$ cat src/rtl/credit_fifo_writer_pkg.sv
// Shared types and helpers for the credit-based FIFO writer.
package credit_fifo_writer_pkg;

    typedef enum logic [1:0] {
        RUN   = 2'd0,
        DRAIN = 2'd1,
        DONE  = 2'd2
    } state_e;

    // Counter width able to hold 0..depth inclusive.
    function automatic int unsigned cnt_width(input int unsigned depth);
        return (depth < 1) ? 1 : $clog2(depth + 1);
    endfunction

endpackage

$ cat src/rtl/credit_fifo_writer_credit_counter.sv
// Saturating up/down credit counter that resets to DEPTH.
module credit_counter
    import credit_fifo_writer_pkg::*;
#(
    parameter int unsigned DEPTH     = 8,
    parameter int unsigned CNT_WIDTH = cnt_width(DEPTH)
) (
    input  logic                 clk_i,
    input  logic                 rst_ni,
    input  logic                 inc_i,
    input  logic                 dec_i,
    output logic [CNT_WIDTH-1:0] count_o,
    output logic                 zero_o,
    output logic                 full_o,
    output logic                 overflow_o
);

    localparam logic [CNT_WIDTH-1:0] MAX_CNT = CNT_WIDTH'(DEPTH);

    // Simultaneous inc and dec cancel; both ends saturate.
    always_ff @(posedge clk_i or negedge rst_ni) begin
        if (!rst_ni) begin
            count_o <= MAX_CNT;
        end else if (inc_i && !dec_i && !full_o) begin
            count_o <= count_o + CNT_WIDTH'(1);
        end else if (dec_i && !inc_i && !zero_o) begin
            count_o <= count_o - CNT_WIDTH'(1);
        end
    end

    assign zero_o     = (count_o == '0);
    assign full_o     = (count_o == MAX_CNT);
    assign overflow_o = inc_i && !dec_i && full_o;

endmodule

$ cat src/rtl/credit_fifo_writer.sv
// Credit-tracking write endpoint for a remote FIFO, with drain handshake.
// Define CREDIT_FIFO_WRITER_ASSERT_EN to enable simulation-only assertions.
module credit_fifo_writer
    import credit_fifo_writer_pkg::*;
#(
    parameter int unsigned DATA_WIDTH = 32,
    parameter int unsigned DEPTH      = 8,
    parameter type         dtype      = logic [DATA_WIDTH-1:0],
    parameter int unsigned CNT_WIDTH  = cnt_width(DEPTH)
) (
    input  logic                 clk_i,
    input  logic                 rst_ni,
    input  logic                 valid_i,
    output logic                 ready_o,
    input  dtype                 data_i,
    output logic                 push_o,
    output dtype                 data_o,
    input  logic                 credit_i,
    input  logic                 drain_i,
    output logic                 drain_done_o,
    output logic [CNT_WIDTH-1:0] credits_o,
    output logic                 idle_o,
    output logic                 err_o
);

    state_e state;
    logic   accept;
    logic   cnt_zero;
    logic   cnt_full;
    logic   cnt_overflow;
    logic   next_full;

    credit_counter #(
        .DEPTH     (DEPTH),
        .CNT_WIDTH (CNT_WIDTH)
    ) u_credit_counter (
        .clk_i      (clk_i),
        .rst_ni     (rst_ni),
        .inc_i      (credit_i),
        .dec_i      (accept),
        .count_o    (credits_o),
        .zero_o     (cnt_zero),
        .full_o     (cnt_full),
        .overflow_o (cnt_overflow)
    );

    // Ready comes from registered state only so credit_i never bypasses.
    assign ready_o = (state == RUN) && !cnt_zero;
    assign accept  = valid_i && ready_o;
    assign idle_o  = cnt_full && !push_o;

    // Whether the counter will read DEPTH after this edge.
    assign next_full = cnt_full ? !(accept && !credit_i)
                                : ((credits_o == CNT_WIDTH'(DEPTH - 1)) && credit_i && !accept);

    always_ff @(posedge clk_i or negedge rst_ni) begin
        if (!rst_ni) begin
            state        <= RUN;
            push_o       <= 1'b0;
            data_o       <= '0;
            drain_done_o <= 1'b0;
            err_o        <= 1'b0;
        end else begin
            push_o       <= accept;
            drain_done_o <= 1'b0;
            if (accept) begin
                data_o <= data_i;
            end
            if (cnt_overflow) begin
                err_o <= 1'b1;
            end
            case (state)
                RUN: begin
                    if (drain_i) begin
                        state <= DRAIN;
                    end
                end
                DRAIN: begin
                    if (next_full && !push_o) begin
                        state        <= DONE;
                        drain_done_o <= 1'b1;
                    end
                end
                DONE:    state <= RUN;
                default: state <= RUN;
            endcase
        end
    end

`ifdef CREDIT_FIFO_WRITER_ASSERT_EN
    if (DEPTH < 1) begin : g_depth_chk
        $fatal(1, "credit_fifo_writer: DEPTH must be >= 1");
    end

    a_no_overflow: assert property (@(posedge clk_i) disable iff (!rst_ni)
        !(credit_i && !accept && cnt_full))
        else $fatal(1, "credit_fifo_writer: credit returned with all credits home");

    a_no_accept_at_zero: assert property (@(posedge clk_i) disable iff (!rst_ni)
        !(accept && cnt_zero))
        else $fatal(1, "credit_fifo_writer: accept with zero credits");

    a_data_stable: assert property (@(posedge clk_i) disable iff (!rst_ni)
        (valid_i && !ready_o) |=> (!valid_i || $stable(data_i)))
        else $error("credit_fifo_writer: data_i changed while stalled");
`else
    // Overflow is still reported through err_o without assertions.
`endif

endmodule

$ cat config.mk
export PLATFORM = sky130hd
export DESIGN_NAME = credit_fifo_writer
export DESIGN_NICKNAME = d
export VERILOG_FILES = /design/src/rtl/credit_fifo_writer_pkg.sv /design/src/rtl/credit_fifo_writer_credit_counter.sv /design/src/rtl/credit_fifo_writer.sv
export SDC_FILE = /design/constraint.sdc
export NUM_CORES = 1
export LEC_CHECK = 0
export CAP_MARGIN = 10
export CORE_MARGIN = 5
export CORE_UTILIZATION = 41
export CTS_CLUSTER_SIZE = 20
export DETAILED_ROUTE_END_ITERATION = 10
export MAX_ROUTING_LAYER = met4
export PLACE_DENSITY = 0.86
export SLEW_MARGIN = 5
export SYNTH_ARGS = -nofsm -noshare
export SYNTH_HDL_FRONTEND = slang
export SYNTH_SLANG_ARGS = --single-unit
$ cat constraint.sdc
create_clock -name clk_i -period 3.1 [get_ports clk_i]
set_input_delay 0.62 -clock clk_i [delete_from_list [all_inputs] [get_ports clk_i]]
set_output_delay 0.62 -clock clk_i [all_outputs]
set_load 0.005 [all_outputs]
=== Word level (Yosys, flattened, before mapping) ===
Cells that the tools add are included.

* Bits of input ports: 37
* Output and inout port bits: 41
* Flip-flop bits (word level): 41

* Add/sub/neg operators: 2
* Equal/unequal tests: 5
* Mux-type cells: 8
* Reduce and logical (&&, ||, !) cells: 21

{| class="wikitable"
|+ Operator list
! kind !! count
|-
| $logic_and A1 B1 Y1 || 11
|-
| $mux W4 || 2
|-
| $logic_not A1 Y1 || 6
|-
| $add A4 B1 Y4 const B || 1
|-
| $eq A4 B3 Y1 const B || 1
|-
| $eq A4 B4 Y1 const B || 1
|-
| $logic_not A4 Y1 || 1
|-
| $mux W2 || 2
|-
| $ne A2 B2 Y1 const B || 2
|-
| $pmux W2 S2 || 1
|-
| $sub A4 B1 Y4 const B || 1
|-
| $mux W1 || 3
|-
| $eq A2 B1 Y1 const B || 1
|-
| $logic_not A2 Y1 || 1
|-
| $reduce_and A2 Y1 || 1
|-
| $reduce_bool A2 Y1 || 1
|}

=== Longest topological paths before layout ===
* Depth after elaboration: 10
* Depth in mapped cells: 7
* Depth with buffers taken out: 7

=== Modules after synthesis ===
Synthesis repeated with hierarchy kept, for this count alone.

* Cell total of the unflattened synthesis: 114
* Area total of the unflattened synthesis: 1,883.1 µm²

{| class="wikitable"
|+ By module, submodules not included
! module !! cells each !! seq. area each (µm²) !! times used !! area each (µm²)
|-
| credit_fifo_writer || 85 || 925.9 || 1 || 1,552.7
|-
| credit_counter || 29 || 101.3 || 1 || 330.3
|}

=== Least setup slack after synthesis ===
OpenSTA, ideal clock, no wires.

* Kind: input-to-reg
* Start: in valid_i
* End: reg u_credit_counter.count_o[3]
* Arrival time: 2.306 ns
* Path slack: 0.720 ns
* Stages on the path: 7
* Path buffers: 0
* Path through: or3b_4 > o211ai_2 > ha_1 > a21o_2 > a21oi_1 > mux2i_1 > xor2_1

* Word-level cells in the longest chain between the ends: 5
* Elaborated cells between the ends (all ways): 8

{| class="wikitable"
|+ RTL lines
! what !! RTL line !! RTL
|-
| start, declared || credit_fifo_writer.sv:13 || <nowiki>input logic valid_i,</nowiki>
|-
| $logic_and A1 B1 Y1 (*) || credit_fifo_writer.sv:49 || <nowiki>assign accept = valid_i && ready_o;</nowiki>
|-
| $logic_not A1 Y1 || credit_fifo_writer_credit_counter.sv:24 || <nowiki>end else if (inc_i && !dec_i && !full_o) begin</nowiki>
|-
| $logic_and A1 B1 Y1 (2 in series) || credit_fifo_writer_credit_counter.sv:24 ||
|-
| $mux W4 or $reduce_bool A2 Y1 (tied branches) || n/a ||
|-
| end signal, assigned || credit_fifo_writer_credit_counter.sv:25 || <nowiki>count_o <= count_o + CNT_WIDTH'(1);</nowiki>
|-
| end signal, assigned || credit_fifo_writer_credit_counter.sv:27 || <nowiki>count_o <= count_o - CNT_WIDTH'(1);</nowiki>
|-
| end, declared || credit_fifo_writer_credit_counter.sv:12 || <nowiki>output logic [CNT_WIDTH-1:0] count_o,</nowiki>
|}

Mark *: on every way between the ends. The rest lies on a longest branch, timed or not.
A chain may end at the register's enable or synchronous reset.

=== Worst setup path in the final report ===
* Start: reg u_credit_counter.count_o[3]
* End: out idle_o

* Word-level cells in the longest chain between the ends: 2

{| class="wikitable"
|+ RTL lines
! what !! RTL line !! RTL
|-
| $eq A4 B4 Y1 || credit_fifo_writer_credit_counter.sv:32 || <nowiki>assign full_o = (count_o == MAX_CNT);</nowiki>
|-
| $logic_and A1 B1 Y1 || credit_fifo_writer.sv:50 || <nowiki>assign idle_o = cnt_full && !push_o;</nowiki>
|-
| end, declared || credit_fifo_writer.sv:22 || <nowiki>output logic idle_o,</nowiki>
|}

No other way between the ends.

==> results.sh <==
export IMPL_status="completed"
export IMPL_route_detailed_drc=0
export IMPL_crit_required_ns=2.48
export IMPL_mostFrequentLayoutCells="clkdlybuf4s50_1, dfrtp_1, mux2_2, clkbuf_8"
export IMPL_hold_class="in2async"
export IMPL_syn_avg_cell_area_um2=15.7
export IMPL_wl_mm=4.09
export IMPL_leakage_nw=1.09
export IMPL_cp_start_kind="register"
export IMPL_synthesis_nets=148
export IMPL_setup_viol=0
export IMPL_fin_crit_ns=2.66
export IMPL_tritoncts="yes"
export IMPL_htreeDepth=2
export IMPL_gp_congestion=0.855
export IMPL_io_pins=78
export IMPL_cts_sinks=41
export IMPL_grt_usage=0.165
export IMPL_post_route_period_util=0.857
export IMPL_rsz0062_at_grt="no"
export IMPL_ff2ff_path_depth=7
export IMPL_cp_end_kind="primary output"
export IMPL_ctsHoldBuffers=0
export IMPL_power_density_nw_per_um2=971
export IMPL_synth_area_top_cells="dfrtp_1, mux2_2, mux2_1"
export IMPL_reg2reg_slack_ns=0.72
export IMPL_ys_seq_area_frac=0.605
export IMPL_die_area_um2=5530
export IMPL_syn_inst=108
export IMPL_grt_pass1_wl_mm=6.56
export IMPL_grt_max_degree=42
export IMPL_drt_pass1_iterations=4
export IMPL_placed_area_um2=2520
export IMPL_ys_seq_elements=41
export IMPL_overflow=0
export IMPL_crit_path_max_fanout=6
export IMPL_mostFrequentLayoutCell="clkdlybuf4s50_1"
export IMPL_drive_above_1_share=0.266
export IMPL_yosysTopAreaCell="dfrtp_1"
export IMPL_numCtsBuffers=5
export IMPL_drt_iter0_drc=57
export IMPL_whs_ns=0.455
export IMPL_area_growth_pct=54.0
export IMPL_cap_violations=0
export IMPL_io_buffers=77
export IMPL_grt_pass1_vias=1378
export IMPL_worst_slew_pin_slew_ns=0.894
export IMPL_slew_headroom=0.404
export IMPL_max_freq_mhz=376
export IMPL_r2r_end="u_credit_counter.count_o[3]"
export IMPL_clk_path_buf_depth=2
export IMPL_ys_types=27
export IMPL_yosysWarnings=0
export IMPL_syn_area_um2=1700
export IMPL_cts_setup_buffers=0
export IMPL_ir_drop_v=0.000547
export IMPL_start_util=0.425
export IMPL_core_area_um2=4000
export IMPL_r2r_start="u_credit_counter.count_o[3]"
export IMPL_wl_per_cell_um=16.9
export IMPL_dp_hpwl_mm=3.10
export IMPL_skew_ns=0.00518
export IMPL_antenna_found_initial=0
export IMPL_antenna_cells=0
export IMPL_synth_top_area_frac=0.589
export IMPL_path_clk_slew_ns=0.08
export IMPL_finish_instance_area_um2=2620
export IMPL_worstPathArrival_ns=2.04
export IMPL_cp_slowest_stage_delay_ns=0.61
export IMPL_slew_violations=0
export IMPL_clock_insertion_delay_worst_skew_ns=0.29
export IMPL_ant_nets=0
export IMPL_num_vias=1189
export IMPL_hold_viol=0
export IMPL_routed_via_density=4.91
export IMPL_placementRows=23
export IMPL_crit_chain="or4b_1 > nor2_1 > clkdlybuf4s50_1"
export IMPL_cp_slowest_cell="dfstp_2"
export IMPL_die_w_um=74.4
export IMPL_die_h_um=74.4
export IMPL_critical_path_class="reg2out"
export IMPL_root_buffer="clkbuf_8"
export IMPL_final_setup_tns_ns=0
export IMPL_cts_resized=0
export IMPL_nets=231
## kinds of logic after synthesis
family | Yosys count | share of synthesized area
XOR/XNOR | 3 | 0.0155
buffers and inverters | 3 | 0.0133
AO/OA/AOI/OAI | 7 | 0.0302
flip-flops | 41 | 0.605
multiplexers | 35 | 0.231
AND/OR/NAND/NOR | 16 | 0.0788
adder cells (fa/ha/maj) | 3 | 0.0265
## worst max path at each step
stage | endpoint | slack [ns] | depth (start not counted) | startpoint
final | idle_o | 0.44 | 3 | u_credit_counter.count_o[3]
after global routing | idle_o | 0.38 | 3 | u_credit_counter.count_o[1]
after detailed placement | u_credit_counter.count_o[3] | 0.31 | 8 | valid_i
after floorplan | u_credit_counter.count_o[3] | 0.72 | 7 | valid_i
after CTS | idle_o | 0.43 | 3 | u_credit_counter.count_o[3]
after global placement | u_credit_counter.count_o[3] | 0.40 | 8 | valid_i
## sequential cells by signal, indices dropped and copies added (netlist names)
name	cells
push_o	1
u_credit_counter.count_o	4
drain_done_o	1
data_o	32
state	2
err_o	1
## routing by layer
| layer | up-vias | wire length [um] | global-route usage |
|---|---|---|---|
| met5 | - | 0 | - |
| li1 | 556 | - | - |
| met1 | 563 | 1600 | 0.189 |
| met4 | 0 | 101 | 0.0632 |
| met2 | 60 | 2030 | 0.269 |
| met3 | 10 | 358 | 0.0514 |
## cell usage after synthesis
cell	n
dfrtp_1	40
mux2_2	30
mux2_1	4
nor2_1	4
buf_4	3
xor2_1	3
a21oi_1	2
and3_2	2
ha_1	2
a211oi_1	1
a21o_2	1
and4b_1	1
dfstp_2	1
fa_1	1
mux2i_1	1
nand2_1	1
nand2_4	1
nor2_4	1
nor3_1	1
nor4_4	1
nor4b_1	1
o211ai_2	1
o21ai_0	1
o21bai_1	1
or3_4	1
or3b_4	1
or4b_1	1
## report_power, final
group | leakage, nW | internal, mW | switching, mW
clock | 0.0512 | 0.180 | 0.181
sequential | 0.487 | 0.809 | 0.205
combinational | 0.548 | 0.792 | 0.373
total | 1.09 | 1.78 | 0.759
## metrics by stage
stage	power, mW	setup WS [ns]	std cells	util
3_5_place_dp	2.21	0.314	234	0.630
2_1_floorplan	1.48	0.720	108	-
5_1_grt	2.71	0.377	242	0.654
6_report	2.54	0.443	242	0.654
4_1_cts	2.58	0.428	242	0.654
3_3_place_gp	2.12	0.398	234	0.630
## critical path: cells and delay by family (launching register included)
kind / cells / cell delay, ns
AND/OR/NAND/NOR: 2 / 0.63
buffers and inverters: 1 / 0.51
flip-flops: 1 / 0.61
## layout make-up
class | instances | area (um2)
Clock buffer | 6 | 82.6
Clock inverter | 2 | 13.8
Fill cell | 287 | 1380
Multi-Input combinational cell | 64 | 649
Sequential cell | 41 | 1030
Tap cell | 50 | 62.6
Timing Repair Buffer | 79 | 781
Power figures use the tool's default switching activity.
